[config.mk]
export PLATFORM = sky130hd
export DESIGN_NAME = fixed_point_divider
export DESIGN_NICKNAME = d
export VERILOG_FILES = /design/src/rtl/fixed_point_divider.sv
export SDC_FILE = /design/constraint.sdc
export NUM_CORES = 1
export LEC_CHECK = 0
export ABC_AREA = 1
export BUFFER_PORTS_ARGS = -buffer_cell sky130_fd_sc_hd__buf_2
export CAP_MARGIN = 20
export CORE_AREA = 2 2 174 176
export DETAILED_ROUTE_END_ITERATION = 10
export DIE_AREA = 0 0 176 178
export REMOVE_ABC_BUFFERS = 1
export SYNTH_ARGS = -nofsm -noshare
export SYNTH_HDL_FRONTEND = slang
export SYNTH_SLANG_ARGS = --single-unit
[constraint.sdc]
create_clock -name clk -period 7.1 [get_ports clk]
set_input_delay 1.065 -clock clk [delete_from_list [all_inputs] [get_ports clk]]
set_output_delay 1.065 -clock clk [all_outputs]
set_load 0.1 [all_outputs]
[src/rtl/fixed_point_divider.sv]
// fixed_point_divider: sequential fixed-point divider, Q(WIDTH-FBITS).FBITS.
// Radix-2 restoring division producing one quotient bit per clock, with a
// start/busy/ready handshake. Unsigned by default; defining the macro
// FIXED_DIV_SIGNED_EN switches to two's-complement operands, which costs one
// extra sign fix-up cycle.
module fixed_point_divider #(
  parameter int WIDTH = 32,
  parameter int FBITS = 10
) (
  input  logic             clk,
  input  logic             reset,
  input  logic             start,
  input  logic [WIDTH-1:0] operand_1,
  input  logic [WIDTH-1:0] operand_2,
  output logic [WIDTH-1:0] result,
  output logic             ready,
  output logic             busy,
  output logic             div_by_zero,
  output logic             overflow
);

  // The dividend is pre-scaled by 2^FBITS, so it spans WIDTH+FBITS bits.
  localparam int N  = WIDTH + FBITS;
  localparam int CW = $clog2(N);
  localparam logic [CW-1:0]    CNT_LAST = CW'(N - 1);
  localparam logic [WIDTH-1:0] ALL_ONES = '1;
`ifdef FIXED_DIV_SIGNED_EN
  localparam logic [WIDTH-1:0] MAX_POS  = {1'b0, {(WIDTH-1){1'b1}}};
  localparam logic [WIDTH-1:0] MIN_NEG  = {1'b1, {(WIDTH-1){1'b0}}};
`endif

  typedef enum logic {
    IDLE,
    CALC
  } state_t;

  state_t             state_q, state_d;
  logic [N-1:0]       dvd_q, dvd_d;       // shifting dividend
  logic [WIDTH-1:0]   dvs_q, dvs_d;       // latched divisor (magnitude)
  logic [WIDTH-1:0]   rem_q, rem_d;       // partial remainder, always < divisor
  logic [N-1:0]       quo_q, quo_d;       // quotient being assembled
  logic [CW-1:0]      cnt_q, cnt_d;
  logic [WIDTH-1:0]   result_q, result_d;
  logic               ready_q, ready_d;
  logic               busy_q, busy_d;
  logic               dbz_q, dbz_d;
  logic               ovf_q, ovf_d;
`ifdef FIXED_DIV_SIGNED_EN
  logic               neg_q, neg_d;       // quotient must be negated at the end
  logic               fix_q, fix_d;       // in the sign fix-up cycle
`endif

  // Operand magnitudes fed into the unsigned datapath.
  logic [WIDTH-1:0]   mag_1;
  logic [WIDTH-1:0]   mag_2;

  // One restoring step: the remainder grows to WIDTH+1 bits before compare.
  logic [WIDTH:0]     rem_shift;
  logic               rem_ge;
  logic [WIDTH-1:0]   rem_sub;
  logic [N-1:0]       quo_step;

`ifdef FIXED_DIV_SIGNED_EN
  // The most negative value has magnitude 2^(WIDTH-1), which still fits
  // in WIDTH unsigned bits, so plain negation is exact.
  assign mag_1 = operand_1[WIDTH-1] ? -operand_1 : operand_1;
  assign mag_2 = operand_2[WIDTH-1] ? -operand_2 : operand_2;
`else
  assign mag_1 = operand_1;
  assign mag_2 = operand_2;
`endif

  assign rem_shift = {rem_q, dvd_q[N-1]};
  assign rem_ge    = rem_shift >= {1'b0, dvs_q};
  // True difference is below the divisor, so modular WIDTH-bit math is exact.
  assign rem_sub   = rem_shift[WIDTH-1:0] - dvs_q;
  assign quo_step  = {quo_q[N-2:0], rem_ge};

`ifdef FIXED_DIV_SIGNED_EN
  logic sat_hi;
  logic mag_top;
  logic mag_low;
  assign sat_hi  = |quo_q[N-1:WIDTH];
  assign mag_top = quo_q[WIDTH-1];
  assign mag_low = |quo_q[WIDTH-2:0];
`else
  // Bits that land at or above WIDTH once the last quotient bit shifts in.
  // Bit N-1 is always zero by then; it is kept so the whole register is checked.
  logic quo_hi;
  assign quo_hi = |quo_q[N-1:WIDTH-1];
`endif

  // Next-state and datapath control for the IDLE/CALC sequencer.
  always_comb begin
    state_d  = state_q;
    dvd_d    = dvd_q;
    dvs_d    = dvs_q;
    rem_d    = rem_q;
    quo_d    = quo_q;
    cnt_d    = cnt_q;
    result_d = result_q;
    ready_d  = ready_q;
    busy_d   = busy_q;
    dbz_d    = dbz_q;
    ovf_d    = ovf_q;
`ifdef FIXED_DIV_SIGNED_EN
    neg_d    = neg_q;
    fix_d    = fix_q;
`endif

    case (state_q)
      IDLE: begin
        if (start) begin
          ready_d = 1'b0;
          dbz_d   = 1'b0;
          ovf_d   = 1'b0;
          if (operand_2 == '0) begin
            // Zero divisor resolves immediately without entering CALC.
`ifdef FIXED_DIV_SIGNED_EN
            result_d = operand_1[WIDTH-1] ? MIN_NEG : MAX_POS;
`else
            result_d = ALL_ONES;
`endif
            dbz_d    = 1'b1;
            ready_d  = 1'b1;
          end else begin
            dvd_d   = {mag_1, {FBITS{1'b0}}};
            dvs_d   = mag_2;
            rem_d   = '0;
            quo_d   = '0;
            cnt_d   = CNT_LAST;
            busy_d  = 1'b1;
            state_d = CALC;
`ifdef FIXED_DIV_SIGNED_EN
            neg_d   = operand_1[WIDTH-1] ^ operand_2[WIDTH-1];
            fix_d   = 1'b0;
`endif
          end
        end
      end

      CALC: begin
`ifdef FIXED_DIV_SIGNED_EN
        if (fix_q) begin
          // Saturate to the signed range, then apply the result sign.
          busy_d  = 1'b0;
          ready_d = 1'b1;
          fix_d   = 1'b0;
          state_d = IDLE;
          if (neg_q) begin
            ovf_d    = sat_hi | (mag_top & mag_low);
            result_d = (sat_hi | (mag_top & mag_low)) ? MIN_NEG : -quo_q[WIDTH-1:0];
          end else begin
            ovf_d    = sat_hi | mag_top;
            result_d = (sat_hi | mag_top) ? MAX_POS : quo_q[WIDTH-1:0];
          end
        end else begin
          rem_d = rem_ge ? rem_sub : rem_shift[WIDTH-1:0];
          dvd_d = {dvd_q[N-2:0], 1'b0};
          quo_d = quo_step;
          if (cnt_q == '0) begin
            fix_d = 1'b1;
          end else begin
            cnt_d = cnt_q - CW'(1);
          end
        end
`else
        rem_d = rem_ge ? rem_sub : rem_shift[WIDTH-1:0];
        dvd_d = {dvd_q[N-2:0], 1'b0};
        quo_d = quo_step;
        if (cnt_q == '0) begin
          // Last bit: anything above WIDTH bits saturates.
          busy_d   = 1'b0;
          ready_d  = 1'b1;
          ovf_d    = quo_hi;
          result_d = quo_hi ? ALL_ONES : quo_step[WIDTH-1:0];
          state_d  = IDLE;
        end else begin
          cnt_d = cnt_q - CW'(1);
        end
`endif
      end

      default: begin
        state_d = IDLE;
      end
    endcase
  end

  // State and output registers; reset aborts any division in flight.
  always_ff @(posedge clk or posedge reset) begin
    if (reset) begin
      state_q  <= IDLE;
      dvd_q    <= '0;
      dvs_q    <= '0;
      rem_q    <= '0;
      quo_q    <= '0;
      cnt_q    <= '0;
      result_q <= '0;
      ready_q  <= 1'b0;
      busy_q   <= 1'b0;
      dbz_q    <= 1'b0;
      ovf_q    <= 1'b0;
`ifdef FIXED_DIV_SIGNED_EN
      neg_q    <= 1'b0;
      fix_q    <= 1'b0;
`endif
    end else begin
      state_q  <= state_d;
      dvd_q    <= dvd_d;
      dvs_q    <= dvs_d;
      rem_q    <= rem_d;
      quo_q    <= quo_d;
      cnt_q    <= cnt_d;
      result_q <= result_d;
      ready_q  <= ready_d;
      busy_q   <= busy_d;
      dbz_q    <= dbz_d;
      ovf_q    <= ovf_d;
`ifdef FIXED_DIV_SIGNED_EN
      neg_q    <= neg_d;
      fix_q    <= fix_d;
`endif
    end
  end

  assign result      = result_q;
  assign ready       = ready_q;
  assign busy        = busy_q;
  assign div_by_zero = dbz_q;
  assign overflow    = ovf_q;

endmodule

==> summary.md <==
| Metric | Value |
|---|---|
| Worst reg2reg path depth | 7 |
| Yosys top cell area share | 0.443 |
| Yosys warning count | 0 |
| Root Buffer | clkbuf_16 |
| Type of the worst min-delay path | reg -> reg |
| Sequential area share after synthesis | 0.443 |
| PortBufs | 102 |
| Final Wtd Congestion | 0.891 |
| Largest net degree at the start of global routing | 118 |
| CTS HTree Levels | 4 |
| Fin. max-slew vios | 0 |
| # DRC | 0 |
| Worst path cell trace | buf_2 -> nor4_1 -> nand4_1 -> nor2_1 -> nor2_1 -> nor2_4 -> buf_4 -> buf_16 -> o21ai_0 |
| Worst-Skew Late Latency | 0.45 ns |
| Pre-antenna DRT Iters | 4 |
| Worst Tran Pin Value | 0.906 ns |
| Setup bufs post-CTS | 0 |
| Total number of vias | 8759 |
| Core ar. | 0.0294 sq mm |
| CTS resizes | 0 |
| Vias per cell | 4.62 |
| Die Span X | 176 um |
| Grt total ovfl | 0 |
| Setup violations, final | 0 |
| Crit path largest cell delay | 0.68 ns |
| Clk buf depth | 2 |
| Post-synth top area cell | dfrtp_1 |
| Most used cell along the critical path | nor2_1 |
| Critical Path Sink | dvd_q[20] |
| Yosys reg bits | 181 |
| MaxCap Viol Count | 0 |
| TritonCTS clock tree | yes |
| Die outline area | 0.0313 sq mm |
| Synth area leaders | dfrtp_1, nand2_1, inv_1 |
| # rows | 63 |
| Main synth FF type | dfrtp_1 |
| Final worst path period need | 3.60 ns |
| Syn_area_per_cell | 7.26 sq um |
| Critical Path Start | operand_2[7] |
| RSZ-0062 raised after global routing | false |
| Worst slew margin | 0.395 |
| Reg-to-Reg Start | state_q |
| Crit-path max FO | 79 |
| Global-route wire length before repair | 43300 um |
| Fin util | 0.399 |
| Peak Freq | 0.278 GHz |
| CP Class | in -> reg |
| Drt wl/cell | 13.6 um |
| Area growth syn-to-layout | 14.7% |
| Number of synthesized flops with an enable pin | 0 |
| Drt total wl | 25800 um |
| Number of global-route vias before repair | 8494 |
| Setup TNS | 0 ns |
| Post-synth cell types | 35 |
| Setup Skew | 0.0236 ns |
| Mapped Cells | 1409 |
| Fraction of registers with async set/reset | 1.00 |
| Antenna Nets Post-Route | 0 |
| # fillers | 3092 |
| Hold slack final | 0.479 ns |
| R2R Setup Slk | 3.91 ns |
| Commonest non-fill, non-tap cells in the layout | nand2_1, dfrtp_1, inv_1 |
| CTS hold repair buffers | 0 |
| Total track usage | 0.172 |
| WP data required | 7.41 ns |
| Die height | 178 um |
| Commonest non-fill, non-tap cell in the layout | nand2_1 |
| RR Endpoint | result[30] |
| HP Start | dvd_q[10] |
| Final worst path period share | 0.506 |
| Num ports | 103 |
| Startpoint Class | primary input |
| Worst Setup End Kind | flip-flop |
| Initial antenna violation count | 4 |
| Share of cells above drive strength 1 | 0.106 |
| Post-Syn Area | 0.0102 sq mm |
| TritonCTS buffer count | 17 |
| Critical Path AT | 3.91 ns |
| CP max-delay cell | nor4_1 |
| Nets@finish | 1593 |
| Clock Pin Slew Worst Setup and Hold Paths | 0.08 ns |
| Final hold violation count | 0 |
| Starting Density | 0.348 |
| TritonCTS Sinks | 181 |
| Outcome | complete, no violations |
| DRT iter0 DRCs | 615 |
| Hpwl dp | 18100 um |
## flip-flops by register name, indices dropped and copies added, names as in the netlist
| signal | cells |
|---|---|
| result | 32 |
| state_q | 1 |
| cnt_q | 6 |
| overflow | 1 |
| dvs_q | 32 |
| ready | 1 |
| busy | 1 |
| div_by_zero | 1 |
| rem_q | 32 |
| quo_q | 42 |
| dvd_q | 32 |
## layer usage
metal  routed length (um)  GRT usage  vias up
met5                   28          0        -
met4                  367     0.0455        4
met3                 1400     0.0407       29
met2                11600      0.282      167
met1                12300      0.229     4042
li1                     -          -     4517
## worst max-delay path, delay by kind of cell
kind / cells / cell delay [ns]
AOI/OAI and AO/OA: 1 / 0.13
buffers and inverters: 3 / 0.88
and+or+nand+nor: 5 / 1.79
## logic make-up after synthesis
kind of cell               count (synthesis)  synth area share
and+or+nand+nor                          843             0.339
xor gates and xnor gates                  16            0.0137
AOI/OAI and AO/OA                         96            0.0496
buffers and inverters                    208            0.0822
muxes                                     31            0.0303
DFF                                      181             0.443
adders and majority gates                 34            0.0423
## worst min path at each step
stage / endpoint / slack (ns) / cells past startpoint
after floorplan: dvd_q[10] / 0.44 / 2
after global placement: quo_q[32] / 0.45 / 2
after detailed placement: quo_q[41] / 0.46 / 2
after CTS: quo_q[41] / 0.48 / 2
after global routing: result[5] / 0.50 / 2
final: dvd_q[10] / 0.48 / 2
## metrics by stage
| step | instance area [sq um] | cells | worst slack (ns) |
|---|---|---|---|
| floorplan | 10000 | 1363 | 0.825 |
| detailed placement | 11100 | 1861 | 2.83 |
| CTS | 11700 | 1893 | 3.31 |
| global placement | 11100 | 1860 | 2.89 |
| global route | 11700 | 1896 | 3.29 |
| finish | 11700 | 1896 | 3.50 |
## area by class of cell
class,count,area [sq um],share of cell area
inverter,162,613,0.0522
tap,390,488,0.0416
timing repair buffer,110,618,0.0527
antenna,1,2.50,0.000213
clock inverter,15,180,0.0154
clock buffer,17,425,0.0362
multi-input combinational,1020,4880,0.416
sequential,181,4530,0.386
## Yosys cell counts (3+ instances only)
cell,count
nand2_1,553
dfrtp_1,181
inv_1,159
nor2_1,158
o21ai_0,74
nand3_1,64
ha_1,33
nand3b_1,32
mux2i_1,31
buf_2,27
a21oi_1,15
clkbuf_1,15
xnor2_1,12
nand4_1,10
nor4_1,9
nor3_1,4
xor2_1,4
buf_6,3
o21bai_1,3
Power is not shown: default switching activity piles up to over one toggle a cycle in this logic, so the estimate is an artifact.
